$ cat config.mk
export PLATFORM = sky130hd
export DESIGN_NAME = tiny_riscv_load_store_unit_flat
export DESIGN_NICKNAME = d
export VERILOG_FILES = /design/src/rtl/tiny_riscv_load_store_unit_if.sv /design/src/rtl/tiny_riscv_load_store_unit.sv /design/src/flat_wrapper.sv
export SDC_FILE = /design/constraint.sdc
export NUM_CORES = 1
export LEC_CHECK = 0
export CAP_MARGIN = 20
export CORE_AREA = 10 10 120 122
export CTS_CLUSTER_SIZE = 8
export DETAILED_ROUTE_END_ITERATION = 16
export DIE_AREA = 0 0 130 132
export PLACE_DENSITY = 0.76
export SLEW_MARGIN = 10
export SYNTH_ARGS = -nofsm -noshare
export SYNTH_HDL_FRONTEND = slang
export SYNTH_SLANG_ARGS = --single-unit
$ cat constraint.sdc
create_clock -name i_Clk -period 1.7 [get_ports i_Clk]
set_input_delay 0.255 -clock i_Clk [delete_from_list [all_inputs] [get_ports i_Clk]]
set_output_delay 0.255 -clock i_Clk [all_outputs]
set_load 0.05 [all_outputs]
$ cat src/rtl/tiny_riscv_load_store_unit_if.sv
// tiny_riscv_load_store_unit_if: CPU request/response and memory bus of the load/store unit
interface tiny_riscv_load_store_unit_if;
  logic        i_start;
  logic        i_is_store;
  logic [2:0]  i_funct3;
  logic [31:0] i_addr;
  logic [31:0] i_store_data;
  logic [31:0] i_mem_data;
  logic        o_busy;
  logic        o_done;
  logic        o_fault;
  logic [31:0] o_load_data;
  logic [31:0] o_mem_addr;
  logic        o_read_strobe;
  logic [31:0] o_mem_write_data;
  logic [3:0]  o_mem_write_mask;
  modport slave (
    input  i_start, i_is_store, i_funct3, i_addr, i_store_data, i_mem_data,
    output o_busy, o_done, o_fault, o_load_data, o_mem_addr, o_read_strobe,
           o_mem_write_data, o_mem_write_mask
  );
  modport master (
    output i_start, i_is_store, i_funct3, i_addr, i_store_data, i_mem_data,
    input  o_busy, o_done, o_fault, o_load_data, o_mem_addr, o_read_strobe,
           o_mem_write_data, o_mem_write_mask
  );
endinterface

$ cat src/rtl/tiny_riscv_load_store_unit.sv
// tiny_riscv_load_store_unit: byte/half/word load-store sequencer with alignment and range faults
module tiny_riscv_load_store_unit #(
  parameter int unsigned MEM_BYTES = 6144
) (
  input logic i_Clk,
  input logic i_Reset,
  tiny_riscv_load_store_unit_if.slave bus
);
  typedef enum logic [2:0] {IDLE, LOAD_REQ, LOAD_WAIT, STORE, DONE} state_t;
  state_t state, state_nx;
  logic fault_q;
  logic [2:0] funct3_q;
  logic [31:0] addr_q, data_q, lane, load_fmt;
  logic [4:0] sh;
  logic bad;
  // Unsigned funct3 100/101 only exist as loads; everything else unlisted is illegal.
  assign bad = !(bus.i_funct3 inside {3'b000, 3'b001, 3'b010} ||
                 (!bus.i_is_store && bus.i_funct3 inside {3'b100, 3'b101})) ||
               (bus.i_funct3[1:0] == 2'b01 && bus.i_addr[0]) ||
               (bus.i_funct3 == 3'b010 && bus.i_addr[1:0] != 2'b00) ||
               bus.i_addr >= 32'(MEM_BYTES);
  assign sh = {addr_q[1:0], 3'b000};
  assign lane = bus.i_mem_data >> sh;
  assign load_fmt = funct3_q[1] ? lane :
                    funct3_q[0] ? {{16{~funct3_q[2] & lane[15]}}, lane[15:0]} :
                                  {{24{~funct3_q[2] & lane[7]}}, lane[7:0]};
  always_ff @(posedge i_Clk)
    if (i_Reset) state <= IDLE;
    else state <= state_nx;
  always_comb begin
    state_nx = state == IDLE ? (bus.i_start ? (bad ? DONE : bus.i_is_store ? STORE : LOAD_REQ) : IDLE) :
               state == LOAD_REQ ? LOAD_WAIT :
               state == DONE ? IDLE : DONE;
    bus.o_busy = state != IDLE;
    bus.o_done = state == DONE;
    bus.o_fault = state == DONE && fault_q;
    bus.o_read_strobe = state == LOAD_REQ;
    bus.o_mem_addr = (state == LOAD_REQ || state == STORE) ? {addr_q[31:2], 2'b00} : '0;
    bus.o_mem_write_mask = state != STORE ? 4'b0000 :
                           funct3_q[1] ? 4'b1111 :
                           (funct3_q[0] ? 4'b0011 : 4'b0001) << addr_q[1:0];
    bus.o_mem_write_data = state == STORE ? data_q << sh : '0;
  end
  always_ff @(posedge i_Clk)
    if (i_Reset) begin
      fault_q <= 1'b0;
      funct3_q <= '0;
      addr_q <= '0;
      data_q <= '0;
      bus.o_load_data <= '0;
    end else begin
      if (state == IDLE && bus.i_start) begin
        fault_q <= bad;
        funct3_q <= bus.i_funct3;
        addr_q <= bus.i_addr;
        data_q <= bus.i_store_data;
      end
      if (state == LOAD_WAIT) bus.o_load_data <= load_fmt;
    end
endmodule

$ cat src/flat_wrapper.sv
// flat-port wrapper written by rule: the top's interface ports become plain ports
module tiny_riscv_load_store_unit_flat 
#(
  parameter int unsigned MEM_BYTES = 6144
)
  (i_Clk, i_Reset, bus_i_start, bus_i_is_store, bus_i_funct3, bus_i_addr, bus_i_store_data, bus_i_mem_data, bus_o_busy, bus_o_done, bus_o_fault, bus_o_load_data, bus_o_mem_addr, bus_o_read_strobe, bus_o_mem_write_data, bus_o_mem_write_mask);
  tiny_riscv_load_store_unit_if bus_i ();
  input logic i_Clk;
  input logic i_Reset;
  input wire logic [$bits(bus_i.i_start)-1:0] bus_i_start;
  input wire logic [$bits(bus_i.i_is_store)-1:0] bus_i_is_store;
  input wire logic [$bits(bus_i.i_funct3)-1:0] bus_i_funct3;
  input wire logic [$bits(bus_i.i_addr)-1:0] bus_i_addr;
  input wire logic [$bits(bus_i.i_store_data)-1:0] bus_i_store_data;
  input wire logic [$bits(bus_i.i_mem_data)-1:0] bus_i_mem_data;
  output wire logic [$bits(bus_i.o_busy)-1:0] bus_o_busy;
  output wire logic [$bits(bus_i.o_done)-1:0] bus_o_done;
  output wire logic [$bits(bus_i.o_fault)-1:0] bus_o_fault;
  output wire logic [$bits(bus_i.o_load_data)-1:0] bus_o_load_data;
  output wire logic [$bits(bus_i.o_mem_addr)-1:0] bus_o_mem_addr;
  output wire logic [$bits(bus_i.o_read_strobe)-1:0] bus_o_read_strobe;
  output wire logic [$bits(bus_i.o_mem_write_data)-1:0] bus_o_mem_write_data;
  output wire logic [$bits(bus_i.o_mem_write_mask)-1:0] bus_o_mem_write_mask;
  assign bus_i.i_start = bus_i_start;
  assign bus_i.i_is_store = bus_i_is_store;
  assign bus_i.i_funct3 = bus_i_funct3;
  assign bus_i.i_addr = bus_i_addr;
  assign bus_i.i_store_data = bus_i_store_data;
  assign bus_i.i_mem_data = bus_i_mem_data;
  assign bus_o_busy = bus_i.o_busy;
  assign bus_o_done = bus_i.o_done;
  assign bus_o_fault = bus_i.o_fault;
  assign bus_o_load_data = bus_i.o_load_data;
  assign bus_o_mem_addr = bus_i.o_mem_addr;
  assign bus_o_read_strobe = bus_i.o_read_strobe;
  assign bus_o_mem_write_data = bus_i.o_mem_write_data;
  assign bus_o_mem_write_mask = bus_i.o_mem_write_mask;
  tiny_riscv_load_store_unit #(.MEM_BYTES(MEM_BYTES)) u_core (.i_Clk(i_Clk), .i_Reset(i_Reset), .bus(bus_i));
endmodule
# == Yosys cells after proc, flatten, opt, wreduce, memory -nomap -nowiden ==
# Index checks and enable logic that the tools add are counted.
# word_totals
mem_count,0
ram_bits,0
latch_bits,0
mem_bits_ro,0
ff_bits,103
word_cells,54
output_inout_bits,104
in_bits,103
# classes
bitwise_logic,3
div_mod_pow,0
order_cmp,1
shifts,3
n_reduce_logical,18
mux,13
multipliers,0
n_eq_ne,10
n_addsub,0
# op_table
op,n
$mux W32,4
$ge A32 B13 Y1 const B,1
$shl A32 B5 Y32,1
$shr A32 B5 Y32,1
$mux W3,5
$eq A3 B2 Y1 const B,3
$eq A3 B3 Y1 const B,3
$mux W4,2
$eq A3 B1 Y1 const B,2
$logic_not A3 Y1,2
$reduce_bool A3 Y1,2
$logic_and A1 B1 Y1,5
$logic_or A1 B1 Y1,5
$mux W2,2
$reduce_bool A2 Y1,2
$shl A4 B2 Y4,1
$ne A3 B2 Y1 const B,1
$and A1 B1 Y1,2
$eq A2 B1 Y1 const B,1
$logic_not A1 Y1,2
$not A1 Y1,1

# == Longest topological paths before layout ==
# Gate-level depths: netlist of run 1.
# logic_depth
depth_word,11
depth_mapped,7
depth_no_buf,4

# == Worst setup path after synthesis of run 1 ==
# OpenSTA, ideal clock, no wires.
# synth_timing
kind,register to output
startpoint,register u_core.addr_q[0]
endpoint,output port bus_o_mem_write_data[24]
stages_incl_launch_ff,6
required_time_ps,1445
path_buffers,3
slack_ps,-823
arrival_ps,2268
cell_sequence,dfxtp_1 buf_4 buf_2 buf_1 a211oi_1 a211oi_1
# synth_via
elab_chain_cells,2
# synth_lines
item,line,rtl
from (decl),tiny_riscv_load_store_unit.sv:13,"logic [31:0] addr_q, data_q, lane, load_fmt;"
from (signal assigned),tiny_riscv_load_store_unit.sv:55,addr_q <= bus.i_addr;
$shl A32 B5 Y32,tiny_riscv_load_store_unit.sv:42,bus.o_mem_write_data = state == STORE ? data_q << sh : '0;
$mux W32,tiny_riscv_load_store_unit.sv:42,
to (decl),flat_wrapper.sv:22,output wire logic [$bits(bus_i.o_mem_write_data)-1:0] bus_o_mem_write_data;
# No other way between the ends.

# == Worst setup path in the final report of run 1 ==
# layout_timing
startpoint,register u_core.addr_q[1]
endpoint,output port bus_o_mem_write_data[31]
# Same word-level chain as after synthesis.

==> results.json, run 1 <==
{
  "status": "finished with violations",
  "violations": "negative setup slack",
  "die_x_microns": 130,
  "gpl.final_weighted_congestion": 0.8742,
  "drc": 0,
  "drv_slew": 0,
  "critical_path_arrival_ps": 1680,
  "drt-total-wl_mm": 21.72,
  "cap_violations": 0,
  "p_clk_share_pct": 35.4,
  "worstSkewPairLatency_ps": 360,
  "fin_skew_ps": 9.982,
  "rsz0062_at_grt": "true",
  "antenna_cells": 0,
  "rows": 40,
  "layout-drive-gt1-share_pct": 38.52,
  "grt_pass1_wl_mm": 31.78,
  "fmax_mhz": 517.2,
  "seq_power_share_pct": 45.3,
  "vdd_ir_drop_max_v": 0.0005145,
  "synthCells": 661,
  "finalCritPeriodShare_pct": 113.7,
  "crit_path_end_kind": "output pin",
  "ys_seq_elements": 103,
  "cts_root_buffer": "clkbuf_16",
  "min_period_ps": 1933,
  "placed_cells": 1004,
  "setup_viol": 90,
  "cp.required_ps": 1440,
  "crit_end": "bus_o_mem_write_data[31]",
  "grt_start_max_net_pins": 50,
  "fin_cells": 1040,
  "ys_seq_area_share_pct": 40.78,
  "reg2reg_depth": 8,
  "cts.path.max_buffers": 2,
  "coreArea_sq_um": 11910,
  "slowest_stage": "dfxtp_4",
  "wl_per_cell_microns": 20.88,
  "fin_total_pwr_mw": 5.742,
  "preCtsSetupSlack_ps": -235.0,
  "max-slew-margin-rel_pct": 64.06,
  "synth_edf_count": 0,
  "vias_per_cell": 5.525,
  "grt_pass1_vias": 5802,
  "pwr-share-comb_pct": 19.3,
  "swShare_pct": 27.85,
  "die_h_microns": 132,
  "synth.cell_area_sq_um": 5056,
  "yosysWarnings": 0,
  "antenna_found_initial": 0,
  "ant_nets": 0,
  "drtIter0Drc": 422,
  "cts_tree": "done",
  "grt-ovfl-total": 0,
  "dieArea_sq_um": 17160,
  "dpl_cell_area_sq_um": 8351,
  "hp-class": "in -> reg",
  "crit_top_cell": "buf_12",
  "final_common_cell": "nand2_1",
  "area_delta_synth_final_pct": 87.06,
  "tightest_slew_ps": 537.1,
  "crit_path_start_kind": "flop",
  "layout_common_cells": "nand2_1, clkdlybuf4s50_1, dfxtp_1, a21oi_1, buf_12",
  "reg2reg_slack_ps": -110,
  "path_cells": "buf_12, mux2i_4, buf_6, a211oi_4, buf_12",
  "dp_hpwl_mm": 15.01,
  "path_class": "reg -> out",
  "cts_buffers": 9,
  "crit_cells": 5,
  "critPathMaxStageDelay_ps": 380,
  "ys.flop_type": "dfxtp_1",
  "grt_usage_pct": 23.26,
  "crit_buf_inv": 3,
  "power.switching_mw": 1.599,
  "design_area_sq_um": 9458,
  "p_per_area_nw_per_um2": 607.1,
  "initial_core_util_pct": 42.45,
  "r2r-end": "u_core.bus.o_load_data[28]",
  "setup_ws_ps": -233.3,
  "clock-sinks": 103,
  "clk_pin_slew_ps": 80,
  "crit_family": "buffers and inverters",
  "hold_violations": 0,
  "final_nets": 991,
  "vias": 5746,
  "r2r_start": "u_core.addr_q[0]",
  "worstSetupStartpoint": "u_core.addr_q[1]",
  "p_int_mw": 4.143,
  "ios": 207,
  "fin_tns_setup_ps": -9051,
  "dr.pass1.iters": 5,
  "worst-path-max-fanout": 12,
  "cts_max_level": 3,
  "async_flop_share_pct": 0,
  "port_buffers": 204,
  "yosys.cell_types.count": 38,
  "postSynthAreaPerCell_sq_um": 7.649,
  "leakage_nw": 3.550
}
## metrics by stage
step | hold slack, ps | util (%)
global placement | 438.3 | 70.10
global route | 293.4 | 79.40
floorplan | 383.4 | -
CTS | 263.3 | 76.57
detailed placement | 442.1 | 70.10
finish | 279.0 | 79.40
## cells in the mapped netlist (3+ instances only)
| library cell | instances | area (sq um) |
|---|---|---|
| nand2_1 | 167 | 626.9 |
| a21oi_1 | 114 | 570.6 |
| dfxtp_1 | 103 | 2062 |
| and2_1 | 40 | 250.2 |
| nor2_1 | 35 | 131.4 |
| o21ai_0 | 31 | 155.2 |
| mux2i_1 | 25 | 250.2 |
| clkbuf_1 | 24 | 90.09 |
| buf_2 | 17 | 85.08 |
| a211oi_1 | 16 | 120.1 |
| mux2_2 | 15 | 168.9 |
| nor2b_1 | 11 | 68.82 |
| o211ai_1 | 8 | 60.06 |
| buf_4 | 7 | 52.55 |
| a22o_1 | 6 | 52.55 |
| buf_1 | 6 | 22.52 |
| nor4_1 | 6 | 37.54 |
| inv_1 | 4 | 15.01 |
| nor3_1 | 3 | 15.01 |
| o2bb2ai_1 | 3 | 26.28 |
## final cells by class
class	instances	area [sq um]
sequential	103	2077
inverter	4	15.01
clock inverter	5	32.53
tap	147	183.9
multi-input combinational	500	3418
timing repair buffer	270	3478
clock buffer	11	252.7
fill	740	2454
## logic make-up after synthesis
family	share of synthesized area [%]
compound gates	20.39
xor+xnor	0.1733
buf+inv	5.469
flops	40.78
mux	8.735
other cells	0.07417
simple gates	24.38
## registers in the layout, indices dropped and copies added (netlist names)
register and flops:
u_core.addr_q 32, u_core.bus.o_load_data 32, u_core.data_q 32, u_core.funct3_q 3, u_core.state 3, u_core.fault_q 1
## per-layer routing
layer,track usage (%),share of wire (%),vias up
met1,26.39,37,2719
li1,-,-,2685
met5,0,0,-
met3,8.407,10,42
met2,39.63,50,300
met4,6.688,2.1,0
## what timing repair did
action                                  CTS  global route
pin swaps                                 8            45
hold buffers                              0             0
endpoints found under the setup margin   69            93
gates resized for setup                  84            61
cloned                                    4             3
buffers inserted                          9             6
## worst min path at each step
stage                 startpoint                 end  slack [ps]  cells past startpoint
4_1_cts                  i_Reset    u_core.addr_q[0]         260                      2
3_5_place_dp   u_core.addr_q[23]   u_core.addr_q[23]         440                      2
5_1_grt                  i_Reset    u_core.addr_q[0]         290                      2
3_3_place_gp   u_core.addr_q[30]   u_core.addr_q[30]         440                      2
6_report                 i_Reset  u_core.funct3_q[0]         280                      2
2_1_floorplan      bus_i_addr[1]    u_core.addr_q[1]         380                      2
## power groups by stage
stage,clock network (mW),logic (mW),registers (mW)
4_1_cts,2.04,1.02,2.58
2_1_floorplan,0,0.496,2.61
5_1_grt,2.15,1.18,2.61
3_3_place_gp,0,0.909,2.62
3_5_place_dp,0,0.933,2.63
6_report,2.03,1.11,2.60
Power figures use the tool's default switching activity.
==> run 2, diff against run 1 <==
Settings changed: CORE_AREA 10 10 120 122 to 10 10 88 167, DIE_AREA 0 0 130 132 to 0 0 98 177.
==> run 2 against run 1 <==
The flow still finishes with violations (negative setup slack); die area up 1.1%; non-clock buffer count rose by 6; final cell count up 0.67%; clock power is essentially flat; sequential power hardly changed; setup slack got worse by 9.5 ps; register-to-register slack better by 90 ps; highest routed layer unchanged.
==> results.json, run 2 (same netlist as run 1, synthesis figures left out) <==
{
  "status": "finished with violations",
  "violations": "negative setup slack",
  "worstSkewPairLatency_ps": 350,
  "worst-path-max-fanout": 15,
  "dieArea_sq_um": 17350,
  "r2r_start": "u_core.addr_q[1]",
  "crit_path_start_kind": "flop",
  "max-slew-margin-rel_pct": 58.01,
  "crit_buf_inv": 3,
  "vias_per_cell": 5.516,
  "crit_path_end_kind": "output pin",
  "finalCritPeriodShare_pct": 114.3,
  "reg2reg_depth": 6,
  "r2r-end": "u_core.bus.o_load_data[2]",
  "p_clk_share_pct": 35.2,
  "cts_buffers": 9,
  "cts_hold_buf": 0,
  "hold_slack_ps": 206.6,
  "setup_ws_ps": -242.8,
  "slowest_stage": "dfxtp_4",
  "placed_cells": 1006,
  "antenna_found_initial": 2,
  "path_class": "reg -> out",
  "cts_root_buffer": "clkbuf_16",
  "leakage_nw": 3.588,
  "post-route-util_pct": 78.29,
  "grt-ovfl-total": 0,
  "rsz0062_at_grt": "true",
  "grt_usage_pct": 23.97,
  "die_h_microns": 177,
  "cts_tree": "done",
  "gpl.final_weighted_congestion": 0.9400,
  "fin_skew_ps": 7.643,
  "ant_nets": 0,
  "swShare_pct": 27.09,
  "drv_slew": 0,
  "hp-start": "i_Reset",
  "coreArea_sq_um": 12050,
  "p_per_area_nw_per_um2": 600.5,
  "grt_start_max_net_pins": 37,
  "cap_violations": 0,
  "hold-path-endpoint": "u_core.funct3_q[0]",
  "port_buffers": 204,
  "crit_cells": 5,
  "clock-sinks": 103,
  "initial_core_util_pct": 41.95,
  "drt-total-wl_mm": 22.04,
  "layout_common_cells": "nand2_1, a21oi_1, clkdlybuf4s50_1, dfxtp_1, buf_12",
  "fin_total_pwr_mw": 5.666,
  "layout-drive-gt1-share_pct": 36.30,
  "fin_cells": 1047,
  "final_common_cell": "nand2_1",
  "vdd_ir_drop_max_v": 0.0005511,
  "cts.path.max_buffers": 2,
  "die_x_microns": 98,
  "hp-class": "in -> reg",
  "hold_violations": 0,
  "p_int_mw": 4.132,
  "grt_pass1_wl_mm": 33.21,
  "pwr-share-comb_pct": 18.9,
  "power.switching_mw": 1.535,
  "dr.pass1.iters": 6,
  "critical_path_arrival_ps": 1690,
  "fmax_mhz": 514.7,
  "hold_path_depth": 2,
  "final_nets": 997,
  "dp_hpwl_mm": 16.14,
  "ios": 207,
  "cts_max_level": 3,
  "critPathMaxStageDelay_ps": 380,
  "rows": 57,
  "cp.required_ps": 1440,
  "grt_pass1_vias": 6183,
  "vias": 5775,
  "reg.largest.list": "u_core.addr_q: 32 flops, u_core.bus.o_load_data: 32 flops, u_core.data_q: 32 flops",
  "reg2reg_slack_ps": -20,
  "drc": 0,
  "seq_power_share_pct": 45.9,
  "n_fill_cell": 792,
  "crit_family": "buffers and inverters",
  "min_period_ps": 1943,
  "wl_per_cell_microns": 21.05,
  "area_delta_synth_final_pct": 86.64,
  "crit_top_cell": "buf_12",
  "setup_viol": 68,
  "fin_tns_setup_ps": -9016,
  "clk_pin_slew_ps": 70,
  "tightest_slew_ps": 627.5,
  "path_cells": "buf_12, mux2i_4, buf_4, a211oi_4, buf_12",
  "drtIter0Drc": 276
}
run 2: area by class of cell:
class                           instances  area (sq um)  area share, %
Sequential cell                       103          2077          22.01
Tap cell                              147         183.9          1.949
Inverter                                4         17.52         0.1856
Timing Repair Buffer                  276          3532          37.43
Antenna cell                            2         5.005        0.05304
Clock inverter                          4         28.78         0.3050
Clock buffer                           11         252.7          2.678
Multi-Input combinational cell        500          3339          35.39
run 2: worst max path at each step:
| stage | startpoint | end | slack [ps] |
|---|---|---|---|
| final | u_core.addr_q[1] | bus_o_mem_write_data[30] | -240 |
| after global routing | u_core.addr_q[1] | bus_o_mem_write_data[18] | -290 |
| after CTS | u_core.addr_q[1] | bus_o_mem_write_data[30] | -190 |
| after detailed placement | bus_i_mem_data[23] | u_core.bus.o_load_data[15] | -210 |
| after global placement | bus_i_mem_data[31] | u_core.bus.o_load_data[15] | -170 |
| after floorplan | u_core.addr_q[0] | bus_o_mem_write_data[16] | -60 |
run 2: worst register-to-register path, delay by kind of cell, from the launching register on:
family / cells / cell delay, ps
AO/OA/AOI/OAI: 2 / 470
flip-flops: 1 / 400
buffers and inverters: 3 / 390
multiplexers: 1 / 330
run 2: metrics by stage:
stage               instance area, sq um  setup slack [ps]
finish                              9437            -242.8
global placement                    8330            -166.0
global route                        9437            -289.2
CTS                                 9072            -189.9
floorplan                           5371            -60.85
detailed placement                  8330            -211.4
run 2: routing by layer:
layer,GRT usage (%),vias up,wire length (microns)
li1,-,2701,-
met5,0,-,0
met4,18.03,0,1699
met3,5.475,89,1210
met2,44.03,258,12070
met1,22.21,2727,7060
run 2: power by group through the flow:
stage	Combinational, mW	Clock [mW]	Sequential [mW]
finish	1.07	2.00	2.60
global route	1.15	2.10	2.61
CTS	1.00	2.02	2.59
detailed placement	0.944	0	2.63
global placement	0.916	0	2.62
floorplan	0.496	0	2.61
run 2: timing repair:
| item | 4_1_cts | 5_1_grt |
|---|---|---|
| resized for setup | 78 | 47 |
| setup endpoints to repair | 69 | 116 |
| gates cloned | 4 | 3 |
| pin swaps | 32 | 21 |
| setup buffers | 9 | 8 |
